==> src/rtl/if_fetch_stage_if.sv <==
// Instruction-memory request/ready port between the fetch stage (master)
// and the instruction memory (slave).
interface if_fetch_stage_if;
   logic        O_imem_req;
   logic [15:0] O_imem_addr;
   logic        in_imem_ready;
   logic [15:0] in_imem_rdata;

   modport master (
      output O_imem_req,
      output O_imem_addr,
      input  in_imem_ready,
      input  in_imem_rdata
   );

   modport slave (
      input  O_imem_req,
      input  O_imem_addr,
      output in_imem_ready,
      output in_imem_rdata
   );
endinterface

==> src/rtl/if_fetch_stage.sv <==
// Instruction fetch stage with IF/ID register: owns the PC, absorbs memory
// wait states, decode stalls (via a one-entry skid buffer) and branch redirects.
module if_fetch_stage #(
   parameter logic [15:0] RESET_PC  = 16'h0000,
   parameter logic [15:0] NOP_INSTR = 16'h0000
) (
   input  logic                   clk,
   input  logic                   rst,
   input  logic                   in_stall,
   input  logic                   in_branch_taken,
   input  logic [15:0]            in_branch_target,
   if_fetch_stage_if.master       imem,
   output logic [15:0]            O_PC_plus_two,
   output logic [15:0]            O_instruction,
   output logic                   O_valid
);

   typedef enum logic [1:0] {FETCH, HOLD, DRAIN} state_t;

   state_t      state_q, state_d;
   logic [15:0] pc_q, pc_d;
   logic [15:0] drain_addr_q, drain_addr_d;
   logic [15:0] skid_instr_q, skid_instr_d;
   logic [15:0] skid_pc2_q, skid_pc2_d;
   logic [15:0] pc2_q, pc2_d;
   logic [15:0] instr_q, instr_d;
   logic        valid_q, valid_d;

   logic [15:0] pc_inc;
   logic [15:0] target;
   logic        ready;

   assign pc_inc = pc_q + 16'd2;
   assign target = in_branch_target & 16'hFFFE;
   assign ready  = imem.in_imem_ready;

   // DRAIN keeps presenting the wrong-path address so it stays stable until ready.
   assign imem.O_imem_req  = (state_q != HOLD);
   assign imem.O_imem_addr = (state_q == DRAIN) ? drain_addr_q : pc_q;

   assign O_PC_plus_two = pc2_q;
   assign O_instruction = instr_q;
   assign O_valid       = valid_q;

   always_comb begin
      state_d      = state_q;
      pc_d         = pc_q;
      drain_addr_d = drain_addr_q;
      skid_instr_d = skid_instr_q;
      skid_pc2_d   = skid_pc2_q;
      pc2_d        = pc2_q;
      instr_d      = instr_q;
      valid_d      = valid_q;

      case (state_q)
         FETCH: begin
            if (in_branch_taken) begin
               pc_d    = target;
               valid_d = 1'b0;
               instr_d = NOP_INSTR;
               if (!ready) begin
                  drain_addr_d = pc_q;
                  state_d      = DRAIN;
               end
            end else if (in_stall) begin
               if (ready) begin
                  skid_instr_d = imem.in_imem_rdata;
                  skid_pc2_d   = pc_inc;
                  pc_d         = pc_inc;
                  state_d      = HOLD;
               end
            end else if (ready) begin
               pc2_d   = pc_inc;
               instr_d = imem.in_imem_rdata;
               valid_d = 1'b1;
               pc_d    = pc_inc;
            end else begin
               valid_d = 1'b0;
               instr_d = NOP_INSTR;
            end
         end

         HOLD: begin
            if (in_branch_taken) begin
               pc_d         = target;
               valid_d      = 1'b0;
               instr_d      = NOP_INSTR;
               skid_instr_d = NOP_INSTR;
               state_d      = FETCH;
            end else if (!in_stall) begin
               pc2_d   = skid_pc2_q;
               instr_d = skid_instr_q;
               valid_d = 1'b1;
               state_d = FETCH;
            end
         end

         DRAIN: begin
            // The in-flight response belongs to the wrong path; stall is irrelevant here.
            valid_d = 1'b0;
            instr_d = NOP_INSTR;
            if (in_branch_taken) pc_d = target;
            if (ready) state_d = FETCH;
         end

         default: state_d = FETCH;
      endcase
   end

   always_ff @(posedge clk or posedge rst) begin
      if (rst) begin
         state_q      <= FETCH;
         pc_q         <= RESET_PC;
         drain_addr_q <= RESET_PC;
         skid_instr_q <= NOP_INSTR;
         skid_pc2_q   <= 16'h0000;
         pc2_q        <= 16'h0000;
         instr_q      <= NOP_INSTR;
         valid_q      <= 1'b0;
      end else begin
         state_q      <= state_d;
         pc_q         <= pc_d;
         drain_addr_q <= drain_addr_d;
         skid_instr_q <= skid_instr_d;
         skid_pc2_q   <= skid_pc2_d;
         pc2_q        <= pc2_d;
         instr_q      <= instr_d;
         valid_q      <= valid_d;
      end
   end

endmodule

==> src/flat_wrapper.sv <==
// flat-port wrapper written by rule: the top's interface ports become plain ports
module if_fetch_stage_flat 
#(
   parameter logic [15:0] RESET_PC  = 16'h0000,
   parameter logic [15:0] NOP_INSTR = 16'h0000
)
  (clk, rst, in_stall, in_branch_taken, in_branch_target, O_PC_plus_two, O_instruction, O_valid, imem_O_imem_req, imem_O_imem_addr, imem_in_imem_ready, imem_in_imem_rdata);
  if_fetch_stage_if imem_i ();
  input  logic clk;
  input  logic rst;
  input  logic in_stall;
  input  logic in_branch_taken;
  input  logic [15:0] in_branch_target;
  output logic [15:0] O_PC_plus_two;
  output logic [15:0] O_instruction;
  output logic O_valid;
  output wire logic [$bits(imem_i.O_imem_req)-1:0] imem_O_imem_req;
  output wire logic [$bits(imem_i.O_imem_addr)-1:0] imem_O_imem_addr;
  input wire logic [$bits(imem_i.in_imem_ready)-1:0] imem_in_imem_ready;
  input wire logic [$bits(imem_i.in_imem_rdata)-1:0] imem_in_imem_rdata;
  assign imem_O_imem_req = imem_i.O_imem_req;
  assign imem_O_imem_addr = imem_i.O_imem_addr;
  assign imem_i.in_imem_ready = imem_in_imem_ready;
  assign imem_i.in_imem_rdata = imem_in_imem_rdata;
  if_fetch_stage #(.RESET_PC(RESET_PC), .NOP_INSTR(NOP_INSTR)) u_core (.clk(clk), .rst(rst), .in_stall(in_stall), .in_branch_taken(in_branch_taken), .in_branch_target(in_branch_target), .imem(imem_i), .O_PC_plus_two(O_PC_plus_two), .O_instruction(O_instruction), .O_valid(O_valid));
endmodule
==> config.mk <==
export PLATFORM = sky130hd
export DESIGN_NAME = if_fetch_stage_flat
export DESIGN_NICKNAME = d
export VERILOG_FILES = /design/src/rtl/if_fetch_stage_if.sv /design/src/rtl/if_fetch_stage.sv /design/src/flat_wrapper.sv
export SDC_FILE = /design/constraint.sdc
export NUM_CORES = 1
export LEC_CHECK = 0
export CORE_UTILIZATION = 41
export DETAILED_ROUTE_END_ITERATION = 6
export PLACE_DENSITY = 0.65
export SETUP_SLACK_MARGIN = 0.15
export SLEW_MARGIN = 20
export SYNTH_ARGS = -nofsm -noshare
export SYNTH_HDL_FRONTEND = slang
export SYNTH_SLANG_ARGS = --single-unit
==> constraint.sdc <==
create_clock -name clk -period 9.2 [get_ports clk]
set_clock_uncertainty 0.05 [all_clocks]
set_input_delay 1.84 -clock clk [delete_from_list [all_inputs] [get_ports clk]]
set_output_delay 1.84 -clock clk [all_outputs]
set_load 0.01 [all_outputs]
# [After elaboration in Yosys (flattened, before gate mapping)]
# Index checks and enable logic that the tools add are counted.
[word_totals] register_bits=99 latchBits=0 ram_bits=0 romBits=0 in_bits=37 output_inout_bits=50 wordCells=75 n_memories=0
[classes] addsub=1 n_mul=0 n_div=0 magnitude_cmp=0 eq_ne=17 shift=0 n_mux=35 bitwise_logic=2 n_reduce_logical=12
[ops] op="$mux 16" count=17
[ops] op="$pmux 16 s2" count=3
[ops] op="$pmux 16 s3" count=1
[ops] op="$add 16x2->16 const B" count=1
[ops] op="$ne 2x2->1 const B" count=8
[ops] op="$ne 3x3->1 const B" count=5
[ops] op="$mux 2" count=7
[ops] op="$reduce_and 5->1" count=2
[ops] op="$reduce_and 3->1" count=3
[ops] op="$pmux 2 s3" count=1
[ops] op="$reduce_and 6->1" count=1
[ops] op="$mux 1" count=5
[ops] op="$ne 2x1->1 const B" count=2
[ops] op="$reduce_and 4->1" count=1
[ops] op="$reduce_bool 2->1" count=2
[ops] op="$pmux 1 s3" count=1
[ops] op="$reduce_bool 3->1" count=1
[ops] op="$eq 2x1->1 const B" count=1
[ops] op="$eq 2x2->1 const B" count=1
[ops] op="$logic_not 2->1" count=1
[ops] op="$not 1->1" count=2
[ops] op="$reduce_or 2->1" count=1

# [Longest topological paths before layout]
# Gate-level depths: netlist (run 1).
[depth] word_depth=5 mapped_depth=9 mapped_depth_nobuf=6

# [Worst setup path before layout (run 1)]
# Ideal clock, no wire load.
[synth_path] path_type="flip-flop to output port" start="register u_core.state_q[0]" end="output port imem_O_imem_addr[12]" t_arrival_ps=1499 t_required_ps=7310 setup_slack_ps=5811 stages_incl_launch_ff=6 n_path_buf=2 cell_sequence="dfrtp_1 > inv_1 > ha_1 > buf_2 > clkbuf_1 > mux2_2"
[synth_via] elab_chain_len=2
[synth_lines] item="start: declaration" line="if_fetch_stage.sv:20" rtl="state_t state_q, state_d;"
[synth_lines] item="start signal: assignment" line="if_fetch_stage.sv:121" rtl="state_q <= state_d;"
[synth_lines] item="$eq 2x2->1" line="if_fetch_stage.sv:39" rtl="assign imem.O_imem_addr = (state_q == DRAIN) ? drain_addr_q : pc_q;"
[synth_lines] item="$mux 16" line="if_fetch_stage.sv:39"
[synth_lines] item="end: declaration" line="flat_wrapper.sv:18" rtl="output wire logic [$bits(imem_i.O_imem_addr)-1:0] imem_O_imem_addr;"
# No other way between the ends.

# [Worst setup path in the final report (run 1)]
[layout_path] start="register u_core.state_q[0]" end="output port imem_O_imem_addr[5]"
# Same word-level chain as after synthesis.

==> flow_metrics.tcl, run 1 <==
set metrics [dict create \
    min_period_over_period 0.478 \
    number_of_buffers_on_the_longest_clock_path 2 \
    drtIter0Drc 203 \
    fin_nets 567 \
    netlist_top_cells_area "sky130_fd_sc_hd__dfrtp_1, sky130_fd_sc_hd__mux2_2, sky130_fd_sc_hd__nand2_1" \
    synth_seq_area_share 0.493 \
    tightest_slew_ns 1.01 \
    grt_start_max_net_pins 75 \
    worst_ep_arrival_time_ns 2.51 \
    rows 39 \
    portBuffers 83 \
    final_max_slew_viol_count 0 \
    area_growth_pct 24.1 \
    ys.warnings.count 0 \
    final_layout_size_suffix_gt1_frac 0.128 \
    critical_path.startpoint_type "register" \
    fmaxAchievable_ghz 0.227 \
    floorplan.initialDensity 0.423 \
    design_power_total_uw 2000 \
    power.density_mw_per_mm2 335 \
    timing.setup.critical_path_class "reg -> out" \
    die_y_um 110 \
    hold_class "reg -> reg" \
    ys_ff_latch 95 \
    synth_edf_count 0 \
    setup-tns-final_ns 0 \
    worst_setup_hold_path_clk_slew_ns 0.07 \
    remaining_design_rule_violation_count 0 \
    synthFlopType "sky130_fd_sc_hd__dfrtp_1" \
    die_area_sq_mm 0.0122 \
    yosysTopAreaCellShare 0.493 \
    timing.critical_path.fanout_max 20 \
    postRouteAntennaNets 0 \
    post_layout_min_period_ns 4.40 \
    synth_area_per_cell_sq_um 10.4 \
    tritoncts_clock_tree "yes" \
    detailed_place_hpwl_mm 7.36 \
    clk_root_buffer_cell "sky130_fd_sc_hd__clkbuf_16" \
    run_status "complete, no violations" \
    rsz0062_at_grt "no" \
    hold_buffer_count_at_cts 0 \
    synth.lib_cells_used.distinct 58 \
    drt-wirelength-per-cell_um 16.2 \
    post_synth_arst_share 1.00 \
    netlist_instances 465 \
    overflow 0 \
    number_of_clock_sinks 95 \
    cp_data_required_time_ns 7.31 \
    grt_first_pass_wirelength_mm 18.6 \
    slew-limit-headroom 0.328 \
    cts_made_buffers 9 \
    wirelength_mm 10.9 \
    globalplace.congestion 0.764 \
    cap_viol_max_count 0 \
    timing.final.setup_violations 0 \
    floorplan.die.width_um 110 \
    synth_top_area_cell "sky130_fd_sc_hd__dfrtp_1" \
    core_region_area_sq_mm 0.0114 \
    cts_resized 0 \
    ir_drop_v 0.000143 \
    antenna_found_initial 0 \
    vias_per_cell 5.42 \
    vias 3649 \
    total_leakage_power_uw 0.00250 \
    antennaDiodeCount 0 \
    clock_tree.htree_level_count 3 \
    num_io_pins 87 \
    globalRouteTotalUtil 0.190 \
    whs_ns 0.421 \
    post_cts_buffers 0 \
    final-hold-violation-count 0 \
    grt_pass1_vias 3614 \
    end_kind "output port" \
    clk_latency_ns 0.35 \
    drt_first_pass_iters 4 \
    mappedNetlistArea_sq_mm 0.00482 \
]
through the flow:
| step | setup WS (ns) | instances | util | cell area, sq um |
|---|---|---|---|---|
| 2_1_floorplan | 4.83 | 466 | - | 4830 |
| 3_3_place_gp | 5.03 | 657 | 0.495 | 5660 |
| 3_5_place_dp | 4.96 | 657 | 0.495 | 5660 |
| 4_1_cts | 4.75 | 673 | 0.524 | 5990 |
| 5_1_grt | 4.64 | 673 | 0.524 | 5990 |
| 6_report | 4.80 | 673 | 0.524 | 5990 |
worst paths after layout:
path,end,startpoint,slack [ns],depth (start not counted)
setup / recovery,imem_O_imem_addr[5],u_core.state_q[0],4.80,4
hold / removal,u_core.skid_pc2_q[10],u_core.skid_pc2_q[10],0.42,2
setup reg to reg,u_core.O_PC_plus_two[10],u_core.state_q[0],6.87,6
hold reg to reg,u_core.skid_pc2_q[10],u_core.skid_pc2_q[10],0.42,2
max in group asynchronous,u_core.O_PC_plus_two[4],rst,6.10,3
min in group asynchronous,u_core.O_instruction[10],rst,1.73,2
registers in the layout, indices dropped and copies added (netlist names):
signal                cells
u_core.skid_pc2_q        15
u_core.O_PC_plus_two     15
u_core.O_instruction     16
u_core.skid_instr_q      16
u_core.O_valid            1
u_core.drain_addr_q      15
u_core.state_q            2
u_core.pc_q              15
logic make-up (layout without fill, tap and decap cells):
group	count (synthesis)	in the layout	synth area share
AO/OA/AOI/OAI	127	127	0.186
XOR/XNOR	11	11	0.0200
adder cells (fa/ha/maj)	5	5	0.0130
buffers and inverters	51	115	0.0537
flip-flops	95	95	0.493
multiplexers	36	36	0.0814
other	1	2	0.000777
AND/OR/NAND/NOR	139	139	0.152
layout make-up:
cell class	instances	area [sq um]
Timing Repair Buffer	87	861
Sequential cell	95	2380
Fill cell	1070	5430
Inverter	12	46.3
Multi-Input combinational cell	320	2190
Clock buffer	10	239
Tap cell	143	179
Clock inverter	6	92.6
cells in the mapped netlist (2+ instances only):
| library cell | n |
|---|---|
| sky130_fd_sc_hd__nor3_1 | 6 |
| sky130_fd_sc_hd__buf_4 | 5 |
| sky130_fd_sc_hd__o21ai_0 | 39 |
| sky130_fd_sc_hd__nand3_2 | 2 |
| sky130_fd_sc_hd__o21ai_1 | 9 |
| sky130_fd_sc_hd__nand4_4 | 2 |
| sky130_fd_sc_hd__a22o_1 | 16 |
| sky130_fd_sc_hd__o221ai_2 | 3 |
| sky130_fd_sc_hd__a31oi_1 | 3 |
| sky130_fd_sc_hd__o211ai_1 | 6 |
| sky130_fd_sc_hd__nand4_1 | 3 |
| sky130_fd_sc_hd__buf_2 | 20 |
| sky130_fd_sc_hd__clkbuf_1 | 8 |
| sky130_fd_sc_hd__inv_1 | 12 |
| sky130_fd_sc_hd__nor4_1 | 6 |
| sky130_fd_sc_hd__nand2b_1 | 3 |
| sky130_fd_sc_hd__xnor2_1 | 7 |
| sky130_fd_sc_hd__nor2_1 | 13 |
| sky130_fd_sc_hd__and4_1 | 3 |
| sky130_fd_sc_hd__or2_1 | 2 |
| sky130_fd_sc_hd__buf_1 | 2 |
| sky130_fd_sc_hd__dfrtp_1 | 95 |
| sky130_fd_sc_hd__a21oi_1 | 12 |
| sky130_fd_sc_hd__buf_6 | 3 |
| sky130_fd_sc_hd__o31ai_2 | 2 |
| sky130_fd_sc_hd__xor2_1 | 4 |
| sky130_fd_sc_hd__nand2_1 | 73 |
| sky130_fd_sc_hd__ha_1 | 5 |
| sky130_fd_sc_hd__mux2_2 | 26 |
| sky130_fd_sc_hd__mux2i_1 | 10 |
| sky130_fd_sc_hd__a22oi_1 | 17 |
| sky130_fd_sc_hd__nor2_4 | 2 |
| sky130_fd_sc_hd__nand3_1 | 10 |
| sky130_fd_sc_hd__a2bb2oi_1 | 6 |
| sky130_fd_sc_hd__nand4_2 | 2 |
| sky130_fd_sc_hd__o22ai_1 | 6 |
routing by layer:
metal	GRT usage	up-vias	wire, um	part of all wire
li1	-	1787	-	-
met3	0.0467	14	557	0.051
met4	0.0622	0	174	0.016
met1	0.272	1743	5390	0.50
met2	0.281	105	4750	0.44
met5	0	-	0	0
worst max-delay path: stages, from the launching register on:
cell and delay (ns):
sky130_fd_sc_hd__dfrtp_1 0.42, sky130_fd_sc_hd__inv_1 0.12, sky130_fd_sc_hd__ha_1 0.72, sky130_fd_sc_hd__mux2_2 0.41, sky130_fd_sc_hd__clkdlybuf4s50_1 0.48
report_power, final:
group	total, uW	switching [uW]	internal (uW)
combinational	831	405	426
clock	418	171	247
sequential	755	156	599
total	2000	732	1270
placed cells by master (no fill, tap or decap), types with 5 or more instances in the layout:
cell type,n
sky130_fd_sc_hd__clkbuf_16,9
sky130_fd_sc_hd__o21ai_0,39
sky130_fd_sc_hd__ha_1,5
sky130_fd_sc_hd__mux2_2,26
sky130_fd_sc_hd__mux2i_1,10
sky130_fd_sc_hd__xnor2_1,7
sky130_fd_sc_hd__a22oi_1,17
sky130_fd_sc_hd__nor3_1,6
sky130_fd_sc_hd__o21ai_1,9
sky130_fd_sc_hd__nand2_1,73
sky130_fd_sc_hd__o22ai_1,6
sky130_fd_sc_hd__nor4_1,6
sky130_fd_sc_hd__a21oi_1,12
sky130_fd_sc_hd__a22o_1,16
sky130_fd_sc_hd__nor2_1,13
sky130_fd_sc_hd__nand3_1,10
sky130_fd_sc_hd__inv_1,11
sky130_fd_sc_hd__a2bb2oi_1,6
sky130_fd_sc_hd__dfrtp_1,95
sky130_fd_sc_hd__clkdlybuf4s50_1,83
sky130_fd_sc_hd__o211ai_1,6
No activity file was read; power rests on OpenSTA's default activity.
==> run 2, diff against run 1 <==
- clock period: 9.2 -> 4.1 ns (I/O delays scaled with it)
==> run 2 against run 1 <==
Net effect: clock power increased by 92%; critical path depth unchanged; final cell count increased by 0.15%; register-to-register slack got worse by 5.1 ns; routed wire length increased by 3.3%; first-iteration DRC count increased by 6.9%; flip-flop and latch count unchanged; cell area decreased by 0.44%.
==> flow_metrics.tcl, run 2 (synthesis results as in run 1) <==
set metrics [dict create \
    run_status "complete, no violations" \
    post_cts_buffers 0 \
    detailed_place_hpwl_mm 7.51 \
    rsz0062_at_grt "no" \
    worst_setup_hold_path_clk_slew_ns 0.07 \
    crit_path_top_delay_cell "sky130_fd_sc_hd__ha_1" \
    globalplace.congestion 0.774 \
    critical_path.startpoint_type "register" \
    timing.critical_path.cells "inv_1 -> ha_1 -> mux2_2 -> clkdlybuf4s50_1" \
    wirelength_mm 11.2 \
    worst_ep_arrival_time_ns 2.49 \
    postRouteAntennaNets 0 \
    final_max_slew_viol_count 0 \
    fmaxAchievable_ghz 0.297 \
    antennaDiodeCount 0 \
    worst_path_largest_cell_delay_ns 0.71 \
    floorplan.initialDensity 0.423 \
    tritoncts_clock_tree "yes" \
    final_layout_size_suffix_gt1_frac 0.130 \
    timing.setup.critical_path_class "reg -> out" \
    cts_made_buffers 9 \
    drtIter0Drc 217 \
    rows 39 \
    slew-limit-headroom 0.438 \
    mostFrequentLayoutCell "sky130_fd_sc_hd__dfrtp_1" \
    min_period_over_period 0.820 \
    remaining_design_rule_violation_count 0 \
    fin_nets 568 \
    vias_per_cell 5.49 \
    grt_start_max_net_pins 53 \
    clk_root_buffer_cell "sky130_fd_sc_hd__clkbuf_16" \
    path_delay_family "adder cells" \
    antenna_found_initial 0 \
    worst-path-buf-inv 2 \
    area_growth_pct 23.5 \
    grt_pass1_vias 3643 \
    die_area_sq_mm 0.0122 \
    number_of_buffers_on_the_longest_clock_path 2 \
    ir_drop_v 0.000310 \
    grt_first_pass_wirelength_mm 19.0 \
    cp_data_required_time_ns 3.23 \
    total_leakage_power_uw 0.00249 \
    power.density_mw_per_mm2 734 \
    whs_ns 0.424 \
    floorplan.die.width_um 110 \
    globalRouteTotalUtil 0.195 \
    layout_common_cells "sky130_fd_sc_hd__dfrtp_1, sky130_fd_sc_hd__clkdlybuf4s50_1, sky130_fd_sc_hd__nand2_1" \
    timing.critical_path.fanout_max 20 \
    drt_first_pass_iters 4 \
    clk_latency_ns 0.35 \
    timing.final.setup_violations 0 \
    portBuffers 83 \
    hold_buffer_count_at_cts 0 \
    clock_tree.htree_level_count 3 \
    cap_viol_max_count 0 \
    setup-tns-final_ns 0 \
    cts_resized 0 \
    num_io_pins 87 \
    hold_class "reg -> reg" \
    final-hold-violation-count 0 \
    vias 3701 \
    end_kind "output port" \
    tightest_slew_ns 0.843 \
    die_y_um 110 \
    number_of_clock_sinks 95 \
    post_layout_min_period_ns 3.36 \
    drt-wirelength-per-cell_um 16.7 \
    overflow 0 \
    core_region_area_sq_mm 0.0114 \
]
[run 2: cell count changes in the layout (fill, tap and decap cells not counted)]
cell	previous run	this run
sky130_fd_sc_hd__buf_12	0	1
sky130_fd_sc_hd__bufinv_16	2	0
sky130_fd_sc_hd__clkinv_2	1	2
sky130_fd_sc_hd__clkinv_4	1	3
sky130_fd_sc_hd__inv_6	1	0
[run 2: tightest hold or removal path, cell delays in order (launching register included)]
cell,delay (ns)
sky130_fd_sc_hd__dfrtp_1,0.34
sky130_fd_sc_hd__nand2_1,0.04
sky130_fd_sc_hd__o21ai_0,0.06
[run 2: metal layers]
| metal | part of all wire | up-vias | track usage |
|---|---|---|---|
| li1 | - | 1788 | - |
| met1 | 0.48 | 1783 | 0.284 |
| met2 | 0.46 | 117 | 0.289 |
| met3 | 0.053 | 13 | 0.0368 |
| met4 | 0.014 | 0 | 0.0684 |
| met5 | 0 | - | 0 |
[run 2: layout make-up]
class	count	area, sq um
clock buffer	10	239
clock inverter	6	46.3
fill	1050	5460
inverter	12	46.3
multi-input combinational	320	2190
sequential	95	2380
tap	143	179
timing repair buffer	88	881
[run 2: path summary, 6_finish.rpt]
path,start,endpoint,slack (ns),cells past startpoint
max,u_core.state_q[0],imem_O_imem_addr[2],0.74,4
min,u_core.skid_pc2_q[10],u_core.skid_pc2_q[10],0.42,2
max reg2reg,u_core.state_q[0],u_core.O_instruction[12],1.80,6
min reg2reg,u_core.skid_pc2_q[10],u_core.skid_pc2_q[10],0.42,2
max in group asynchronous,rst,u_core.drain_addr_q[11],2.41,3
min in group asynchronous,rst,u_core.O_instruction[11],0.87,2
[run 2: power by group]
part           total (uW)  internal [uW]  switching (uW)  leakage [uW]
Sequential           1700           1340             354       0.00119
Combinational        1880            960             916       0.00117
Clock                 802            430             372      0.000135
[run 2: per-stage QoR]
step	util	std cells	power (uW)	setup slack, ns	cell area, sq um
finish	0.522	674	4380	0.738	5960
global route	0.522	674	4680	0.581	5960
CTS	0.522	674	4410	0.642	5960
detailed placement	0.497	658	3590	1.03	5680
global placement	0.497	658	3530	1.11	5680
floorplan	-	466	2860	0.753	4830
==> run 3, diff against run 2 <==
- clock period: 4.1 -> 3.45 ns (I/O delays scaled with it)
==> run 3 against run 2 <==
Net effect: setup slack worse by 0.19 ns; clock power is 15% higher; core utilization shrank 0.088 points; sequential power grew 19%; die area stayed put; via count about the same; critical path depth increased by 1; cell area decreased by 0.17%; sequential share of layout area grew 0.067 points.
==> flow_metrics.tcl, run 3 (synthesis results as in run 1) <==
set metrics [dict create \
    remaining_design_rule_violation_count 0 \
    vias 3703 \
    total_leakage_power_uw 0.00250 \
    whs_ns 0.428 \
    worst_path_largest_cell_delay_ns 0.47 \
    number_of_clock_sinks 95 \
    timing.critical_path.fanout_max 20 \
    wirelength_mm 11.2 \
    tritoncts_clock_tree "yes" \
    die_area_sq_mm 0.0122 \
    reg2reg_from "u_core.state_q[0]" \
    cap_viol_max_count 0 \
    layout_common_cells "sky130_fd_sc_hd__dfrtp_1, sky130_fd_sc_hd__clkdlybuf4s50_1, sky130_fd_sc_hd__nand2_1" \
    worst_setup_hold_path_clk_slew_ns 0.07 \
    cp_data_required_time_ns 2.71 \
    worstSetupPathDepth 5 \
    share_of_total_power_consumed_by_net_switching 0.376 \
    ff2ff_setup_slack_ns 1.15 \
    ir_drop_v 0.000399 \
    path_delay_family "buffers and inverters" \
    portBuffers 83 \
    hold_buffer_count_at_cts 0 \
    overflow 0 \
    comb_power_share 0.432 \
    antenna_found_initial 0 \
    min_path_cells 2 \
    critical_path.startpoint_type "register" \
    number_of_buffers_on_the_longest_clock_path 2 \
    die_y_um 110 \
    final_layout_size_suffix_gt1_frac 0.133 \
    timing.setup.critical_path_class "reg -> out" \
    worst_ep_arrival_time_ns 2.16 \
    cts_made_buffers 9 \
    run_status "complete, no violations" \
    detailed_place_hpwl_mm 7.64 \
    antennaDiodeCount 0 \
    core_region_area_sq_mm 0.0114 \
    cts_resized 0 \
    area_growth_pct 23.3 \
    fin_nets 571 \
    seq_power_share 0.391 \
    final-hold-violation-count 0 \
    timing.final.setup_violations 0 \
    globalplace.congestion 0.778 \
    source_of_the_worst_hold_timing_path "u_core.skid_pc2_q[10]" \
    tightest_slew_ns 0.760 \
    floorplan.initialDensity 0.423 \
    power.density_mw_per_mm2 870 \
    min_period_over_period 0.841 \
    slew-limit-headroom 0.493 \
    clock_tree.htree_level_count 3 \
    fmaxAchievable_ghz 0.345 \
    pwr-share-clk 0.178 \
    rows 39 \
    grt_start_max_net_pins 54 \
    post_cts_buffers 0 \
    hold_class "reg -> reg" \
    floorplan.die.width_um 110 \
    globalRouteTotalUtil 0.193 \
    power_report.internal_total_uw 3230 \
    hold_path_end "u_core.skid_pc2_q[10]" \
    drtIter0Drc 239 \
    drt-wirelength-per-cell_um 16.6 \
    timing.critical_path.cells "inv_1 -> ha_1 -> buf_4 -> mux2_2 -> clkdlybuf4s50_1" \
    num_io_pins 87 \
    mostFrequentLayoutCell "sky130_fd_sc_hd__dfrtp_1" \
    vias_per_cell 5.47 \
    crit_path_top_delay_cell "sky130_fd_sc_hd__clkdlybuf4s50_1" \
    clk_latency_ns 0.35 \
    grt_first_pass_wirelength_mm 18.9 \
    postRouteAntennaNets 0 \
    grt_pass1_vias 3645 \
    register_to_register_path_depth 6 \
    rsz0062_at_grt "no" \
    capture_point_of_the_worst_reg_to_reg_path "u_core.O_instruction[9]" \
    drt_first_pass_iters 5 \
    setup-tns-final_ns 0 \
    end_kind "output port" \
    post_layout_min_period_ns 2.90 \
    power.switching_uw 1950 \
    worst-path-buf-inv 3 \
    final_max_slew_viol_count 0 \
    clk_root_buffer_cell "sky130_fd_sc_hd__clkbuf_16" \
]
-- run 3: changes by cell type in the layout (fill, tap and decap cells not counted), sizes merged --
cell      before  now
buf            5    8
clkinvlp       2    1
inv           11   12
-- run 3: area by class of cell --
class,instances,area [sq um]
flip-flops and latches,95,2380
fillers,1058,5470
clock inverters,6,36.3
well taps,143,179
multi-input cells,320,2190
inverters,12,46.3
clock buffers,10,229
repair buffers,91,891
-- run 3: how the worst max path moves through the flow --
stage,start,endpoint,slack [ns]
floorplan,rst,u_core.O_PC_plus_two[10],0.23
global placement,in_branch_taken,u_core.O_instruction[4],0.68
detailed placement,in_branch_taken,u_core.O_instruction[4],0.63
CTS,u_core.state_q[0],imem_O_imem_addr[5],0.52
global route,u_core.state_q[0],imem_O_imem_addr[12],0.44
finish,u_core.state_q[0],imem_O_imem_addr[5],0.55
-- run 3: layer usage --
layer | routed length (um) | global-route usage
met4 | 222 | 0.0791
met5 | 0 | 0
met1 | 5440 | 0.277
met2 | 5040 | 0.288
met3 | 550 | 0.0346
-- run 3: tightest hold or removal path, stage by stage, from the launching register on --
cell and delay, ns:
sky130_fd_sc_hd__dfrtp_1 0.34, sky130_fd_sc_hd__nand2_1 0.05, sky130_fd_sc_hd__o21ai_0 0.06
-- run 3: stage by stage --
step           area [sq um]  instances  setup WS [ns]  utilization  total power [uW]
2_1_floorplan          4830        466          0.233            -              3400
6_report               5950        677          0.549        0.521              5180
3_5_place_dp           5690        661          0.635        0.498              4270
5_1_grt                5950        677          0.442        0.521              5540
4_1_cts                5950        677          0.520        0.521              5220
3_3_place_gp           5690        661          0.676        0.498              4210
-- run 3: power groups by stage --
| stage | clock, uW | sequential, uW | combinational (uW) |
|---|---|---|---|
| final | 921 | 2020 | 2240 |
| after CTS | 946 | 2020 | 2250 |
| after detailed placement | 0 | 2030 | 2240 |
| after global placement | 0 | 2010 | 2200 |
| after floorplan | 0 | 1900 | 1500 |
| after global routing | 989 | 2090 | 2470 |
